==> config.mk <==
export PLATFORM = sky130hd
export DESIGN_NAME = regfile_wb_arbiter
export DESIGN_NICKNAME = d
export VERILOG_FILES = /design/src/rtl/riscv_definitions.sv /design/src/rtl/rr_arbiter.sv /design/src/rtl/regfile_wb_arbiter.sv
export SDC_FILE = /design/constraint.sdc
export NUM_CORES = 1
export LEC_CHECK = 0
export BUFFER_PORTS_ARGS = -buffer_cell sky130_fd_sc_hd__buf_2
export CORE_ASPECT_RATIO = 0.75
export CORE_MARGIN = 1.5
export CORE_UTILIZATION = 47
export CTS_BUF_LIST = sky130_fd_sc_hd__clkbuf_8
export DETAILED_ROUTE_END_ITERATION = 6
export PLACE_DENSITY = 0.87
export SETUP_SLACK_MARGIN = 0.5
export SLEW_MARGIN = 20
export SYNTH_ARGS = -nofsm -noshare
export SYNTH_HDL_FRONTEND = slang
export SYNTH_SLANG_ARGS = --single-unit
==> constraint.sdc <==
create_clock -name i_clk -period 4.9 [get_ports i_clk]
set_input_delay 0.735 -clock i_clk [delete_from_list [all_inputs] [get_ports i_clk]]
set_output_delay 0.735 -clock i_clk [all_outputs]
set_load 0.005 [all_outputs]
==> src/rtl/riscv_definitions.sv <==
// Shared RISC-V core definitions: datapath widths and the write-back request record
// used by the register-file write-back arbiter.
package riscv_definitions;

    localparam int DATA_WIDTH = 32;
    localparam int REG_ADDR   = 5;
    localparam int WB_MAX_REQ = 8;

    typedef struct packed {
        logic [REG_ADDR-1:0]   addr;
        logic [DATA_WIDTH-1:0] data;
    } wb_req_t;

endpackage

==> src/rtl/rr_arbiter.sv <==
// Combinational round-robin arbiter: the search starts one past the last granted
// index and the first asserted request wins. Produces a one-hot grant and its index.
module rr_arbiter #(
    parameter  int NUM_REQ = 2,
    localparam int IDW     = $clog2(NUM_REQ)
) (
    input  logic [NUM_REQ-1:0] req_i,
    input  logic [IDW-1:0]     last_i,
    output logic [NUM_REQ-1:0] grant_o,
    output logic [IDW-1:0]     grant_idx_o,
    output logic               grant_valid_o
);

    logic [IDW-1:0] idx;
    logic           found;

    always_comb begin
        grant_o     = '0;
        grant_idx_o = '0;
        found       = 1'b0;
        idx         = '0;
        for (int off = 1; off <= NUM_REQ; off++) begin
            idx = IDW'((int'(last_i) + off) % NUM_REQ);
            if (!found && req_i[idx]) begin
                found       = 1'b1;
                grant_o     = '0;
                grant_o[idx] = 1'b1;
                grant_idx_o = idx;
            end
        end
        grant_valid_o = found;
    end

endmodule

==> src/rtl/regfile_wb_arbiter.sv <==
// Shares the register file's single write port between NUM_REQ write-back sources
// through a registered output stage. Define RF_WB_FWD_EN to add write-back forwarding ports.
module regfile_wb_arbiter
    import riscv_definitions::*;
#(
    parameter  int NUM_REQ = 2,
    localparam int IDW     = $clog2(NUM_REQ)
) (
    input  logic                           i_clk,
    input  logic                           i_rst,
    input  logic [NUM_REQ-1:0]             i_req_valid,
    output logic [NUM_REQ-1:0]             o_req_ready,
    input  logic [NUM_REQ*REG_ADDR-1:0]    i_req_addr,
    input  logic [NUM_REQ*DATA_WIDTH-1:0]  i_req_data,
    output logic                           o_wr_reg_en,
    output logic [REG_ADDR-1:0]            o_write_register_addr,
    output logic [DATA_WIDTH-1:0]          o_write_data,
    output logic [IDW-1:0]                 o_grant_id
`ifdef RF_WB_FWD_EN
    ,
    input  logic [REG_ADDR-1:0]            i_read_register1_addr,
    input  logic [REG_ADDR-1:0]            i_read_register2_addr,
    output logic                           o_fwd_hit1,
    output logic                           o_fwd_hit2,
    output logic [DATA_WIDTH-1:0]          o_fwd_data
`endif
);

    localparam logic [IDW-1:0] RR_RESET = IDW'(NUM_REQ - 1);

    wb_req_t              req_s [NUM_REQ];
    wb_req_t              sel;
    logic [NUM_REQ-1:0]   grant;
    logic [IDW-1:0]       grant_idx;
    logic                 grant_valid;
    logic                 transfer;

    logic [IDW-1:0]       rr_last_q,  rr_last_d;
    logic                 wr_en_q,    wr_en_d;
    logic [REG_ADDR-1:0]  addr_q,     addr_d;
    logic [DATA_WIDTH-1:0] data_q,    data_d;
    logic [IDW-1:0]       gid_q,      gid_d;

    genvar gi;
    generate
        for (gi = 0; gi < NUM_REQ; gi++) begin : g_unpack
            assign req_s[gi] = {i_req_addr[gi*REG_ADDR +: REG_ADDR],
                                i_req_data[gi*DATA_WIDTH +: DATA_WIDTH]};
        end
    endgenerate

    rr_arbiter #(.NUM_REQ(NUM_REQ)) u_rr (
        .req_i         (i_req_valid),
        .last_i        (rr_last_q),
        .grant_o       (grant),
        .grant_idx_o   (grant_idx),
        .grant_valid_o (grant_valid)
    );

    // Ready is suppressed while reset is held so no beat is accepted into a stage being cleared.
    assign o_req_ready = i_rst ? '0 : grant;
    assign transfer    = grant_valid && !i_rst;
    assign sel         = req_s[grant_idx];

    always_comb begin
        rr_last_d = rr_last_q;
        wr_en_d   = 1'b0;
        addr_d    = addr_q;
        data_d    = data_q;
        gid_d     = gid_q;
        if (transfer) begin
            rr_last_d = grant_idx;
            // x0 beats are consumed but never reach the register file.
            wr_en_d   = (sel.addr != '0);
            addr_d    = sel.addr;
            data_d    = sel.data;
            gid_d     = grant_idx;
        end
    end

    always_ff @(posedge i_clk or posedge i_rst) begin
        if (i_rst) begin
            rr_last_q <= RR_RESET;
            wr_en_q   <= 1'b0;
            addr_q    <= '0;
            data_q    <= '0;
            gid_q     <= '0;
        end else begin
            rr_last_q <= rr_last_d;
            wr_en_q   <= wr_en_d;
            addr_q    <= addr_d;
            data_q    <= data_d;
            gid_q     <= gid_d;
        end
    end

    assign o_wr_reg_en           = wr_en_q;
    assign o_write_register_addr = addr_q;
    assign o_write_data          = data_q;
    assign o_grant_id            = gid_q;

`ifdef RF_WB_FWD_EN
    assign o_fwd_hit1 = wr_en_q && (i_read_register1_addr != '0)
                        && (i_read_register1_addr == addr_q);
    assign o_fwd_hit2 = wr_en_q && (i_read_register2_addr != '0)
                        && (i_read_register2_addr == addr_q);
    assign o_fwd_data = data_q;
`endif

endmodule

==> flow_summary.toml <==
[clocking]
clk_latency_ns = 0.27
cts_tree = "done"
cts_num_sinks = 40
clk_pin_slew_ns = 0.07
htreeDepth = 2
cts_setup_buffers = 0
cts_resized = 0
root_buffer = "clkbuf_8"
holdBufCountCts = 0
cts_buffers = 5
cts_buffer_depth = 2

[worst_setup_path]
path_max_fanout = 3
critPathMostFrequentCell = "buf_2"
start_kind = "primary input"
r2r_slack_ns = 3.26
r2r_end = "o_wr_reg_en"
slowest_delay_ns = 0.19
crit_arrival_ns = 1.35
path_cells = "buf_2, a21boi_4, and2_1, buf_2"
required_ns = 4.16
r2r_start = "rr_last_q"
critPathSlowestCell = "and2_1"
cp-startpoint = "i_req_valid[1]"
critPathKind = "in2out"
cp-end-kind = "output pin"
cp-endpoint = "o_req_ready[1]"
ff2ff_path_depth = 4

[placed_design]
detailed_place_hpwl_um = 3160
globalplace.congestion = 0.718
placed_area_sq_um = 2490
dp_cells = 338
port_buffers = 118

[die]
dieArea_sq_um = 4370
die_w_um = 75.8
start_util = 0.501
core-area_sq_um = 3730
ios = 119
std_cell_rows = 19
die_h_um = 57.6

[synthesis]
ys_ff_latch = 40
synth_ff_type = "dfrtp_1"
synth-xor-area-share = 0
netlist_instances = 177
synth-compound-area-share = 0.124
synth_cell_types = 23
synth_simple_gate_area_frac = 0.0965
yosysWarnings = 0
yosysSeqAreaShare = 0.537
synthMuxAreaShare = 0.199
synth-edff-count = 0
syn_avg_cell_area_sq_um = 10.6
yosys.area_share.adder = 0
postSynth.asyncResetShare = 1.00
syn_nets = 255
synth_top_family_by_area = "multiplexers"
syn_area_sq_um = 1870

[routing]
viasPerCell = 4.76
totalWireLength_um = 4120
drc = 0
drt_iter0_markers = 45
drtPass1Iterations = 4
ant_nets = 0
routedWlPerCell_um = 11.9
vias = 1643

[sta]
setup_viol = 0
fmax_mhz = 479
drv_slew = 0
finalSetupTns_ns = 0
fin_crit_sh = 0.426
fin_crit_ns = 2.09
tightest_slew_ns = 0.611
hold_violations = 0
skew_ns = 0.00689
rsz0062_at_grt = "false"
slew-limit-headroom = 0.593

[cells_and_area]
final_cells = 345
syn_to_final_growth_pct = 37.2
seqCellArea_sq_um = 1000
drive_gt1_frac = 0.447
layout.nets = 371
antenna_cells = 0
fillerInstances = 311
multiInputGateArea_sq_um = 802
finalInstanceArea_sq_um = 2560

[min_path]
hp-class = "reg2reg"
min_from = "o_write_data[13]"

[run_status]
status = "complete, no violations"

[flow_run]
maxCapViolations = 0

[global_routing]
grt_usage = 0.190
grt-ovfl-total = 0
grt_pass1_vias = 1505
antenna_found_initial = 0
grt_first_pass_wirelength_um = 6290
grt_max_degree = 51

[pwr]
irDropWorstVdd_v = 0.000204
p_per_area_nw_per_um2 = 307
p_leak_nw = 1.39
==> layout by cell type (no fill, tap or decap) <==
cell,n
clkbuf_8,5
o21bai_4,1
nor4_1,2
clkinv_1,1
mux2_2,1
a21boi_4,1
buf_4,3
clkinv_2,1
dfstp_2,1
and2_1,1
o21ai_0,28
a21o_1,1
inv_1,1
nand2b_1,2
buf_2,118
nor2b_1,1
mux2i_1,36
o22ai_1,1
o21ai_1,10
dfrtp_1,39
nand2_1,38
a32oi_1,1
==> state kept, by name, summed over array words and instances (netlist names) <==
register	count
o_write_register_addr	5
o_wr_reg_en	1
rr_last_q	1
o_grant_id	1
o_write_data	32
==> power breakdown <==
group          internal, mW  leakage (nW)  total, mW  switching [mW]
Sequential            0.379         0.489      0.404          0.0247
Clock                0.0946        0.0452      0.193          0.0981
Combinational        0.0969         0.853      0.190          0.0926
Total                 0.571          1.39      0.786           0.215
==> worst min path at each step <==
stage | endpoint | slack, ns | cells past startpoint
after floorplan | rr_last_q | 0.47 | 2
after global placement | o_write_data[29] | 0.46 | 2
after detailed placement | o_write_data[13] | 0.47 | 2
after CTS | o_write_data[13] | 0.48 | 2
after global routing | o_grant_id | 0.50 | 1
final | o_write_data[13] | 0.48 | 2
==> final cells by class <==
cell class / instances / share of cell area
well taps: 52 / 0.0254
inverters: 1 / 0.00146
flip-flops and latches: 40 / 0.391
clock inverters: 2 / 0.00342
repair buffers: 121 / 0.239
clock buffers: 5 / 0.0268
multi-input cells: 124 / 0.313
==> metrics by stage <==
stage          power (mW)   util  hold WS (ns)  setup WS, ns
6_report            0.786  0.687         0.480          2.81
5_1_grt             0.842  0.687         0.504          2.78
4_1_cts             0.798  0.687         0.482          2.82
3_5_place_dp        0.603  0.666         0.465          2.70
3_3_place_gp        0.593  0.666         0.456          2.75
2_1_floorplan       0.507      -         0.469          2.31
==> worst max-delay path, delay by kind of cell <==
family                 cells  cell delay, ns
buffers and inverters      2            0.26
AND/OR/NAND/NOR            1            0.19
AO/OA/AOI/OAI              1            0.17
==> cells in the mapped netlist, types with 2 or more instances <==
| cell type | n | share of area |
|---|---|---|
| dfrtp_1 | 39 | 0.52 |
| nand2_1 | 38 | 0.076 |
| mux2i_1 | 36 | 0.19 |
| o21ai_0 | 28 | 0.075 |
| o21ai_1 | 10 | 0.027 |
| buf_2 | 5 | 0.013 |
| buf_4 | 2 | 0.0080 |
| clkbuf_1 | 2 | 0.0040 |
| nand2b_1 | 2 | 0.0067 |
| nor4_1 | 2 | 0.0067 |
==> cells by family (layout without fill, tap and decap cells) <==
| group | after synthesis | after routing |
|---|---|---|
| muxes | 37 | 37 |
| buffers and inverters | 13 | 129 |
| and+or+nand+nor | 44 | 44 |
| DFF | 40 | 40 |
| AOI/OAI and AO/OA | 43 | 43 |
==> layer usage <==
metal | up-vias | GRT usage | wire (um)
met5 | - | 0 | 0
met4 | 0 | 0.0383 | 17
met3 | 2 | 0.0565 | 326
met2 | 62 | 0.339 | 2020
met1 | 738 | 0.225 | 1750
li1 | 841 | - | -
No activity file was read; power rests on OpenSTA's default activity.
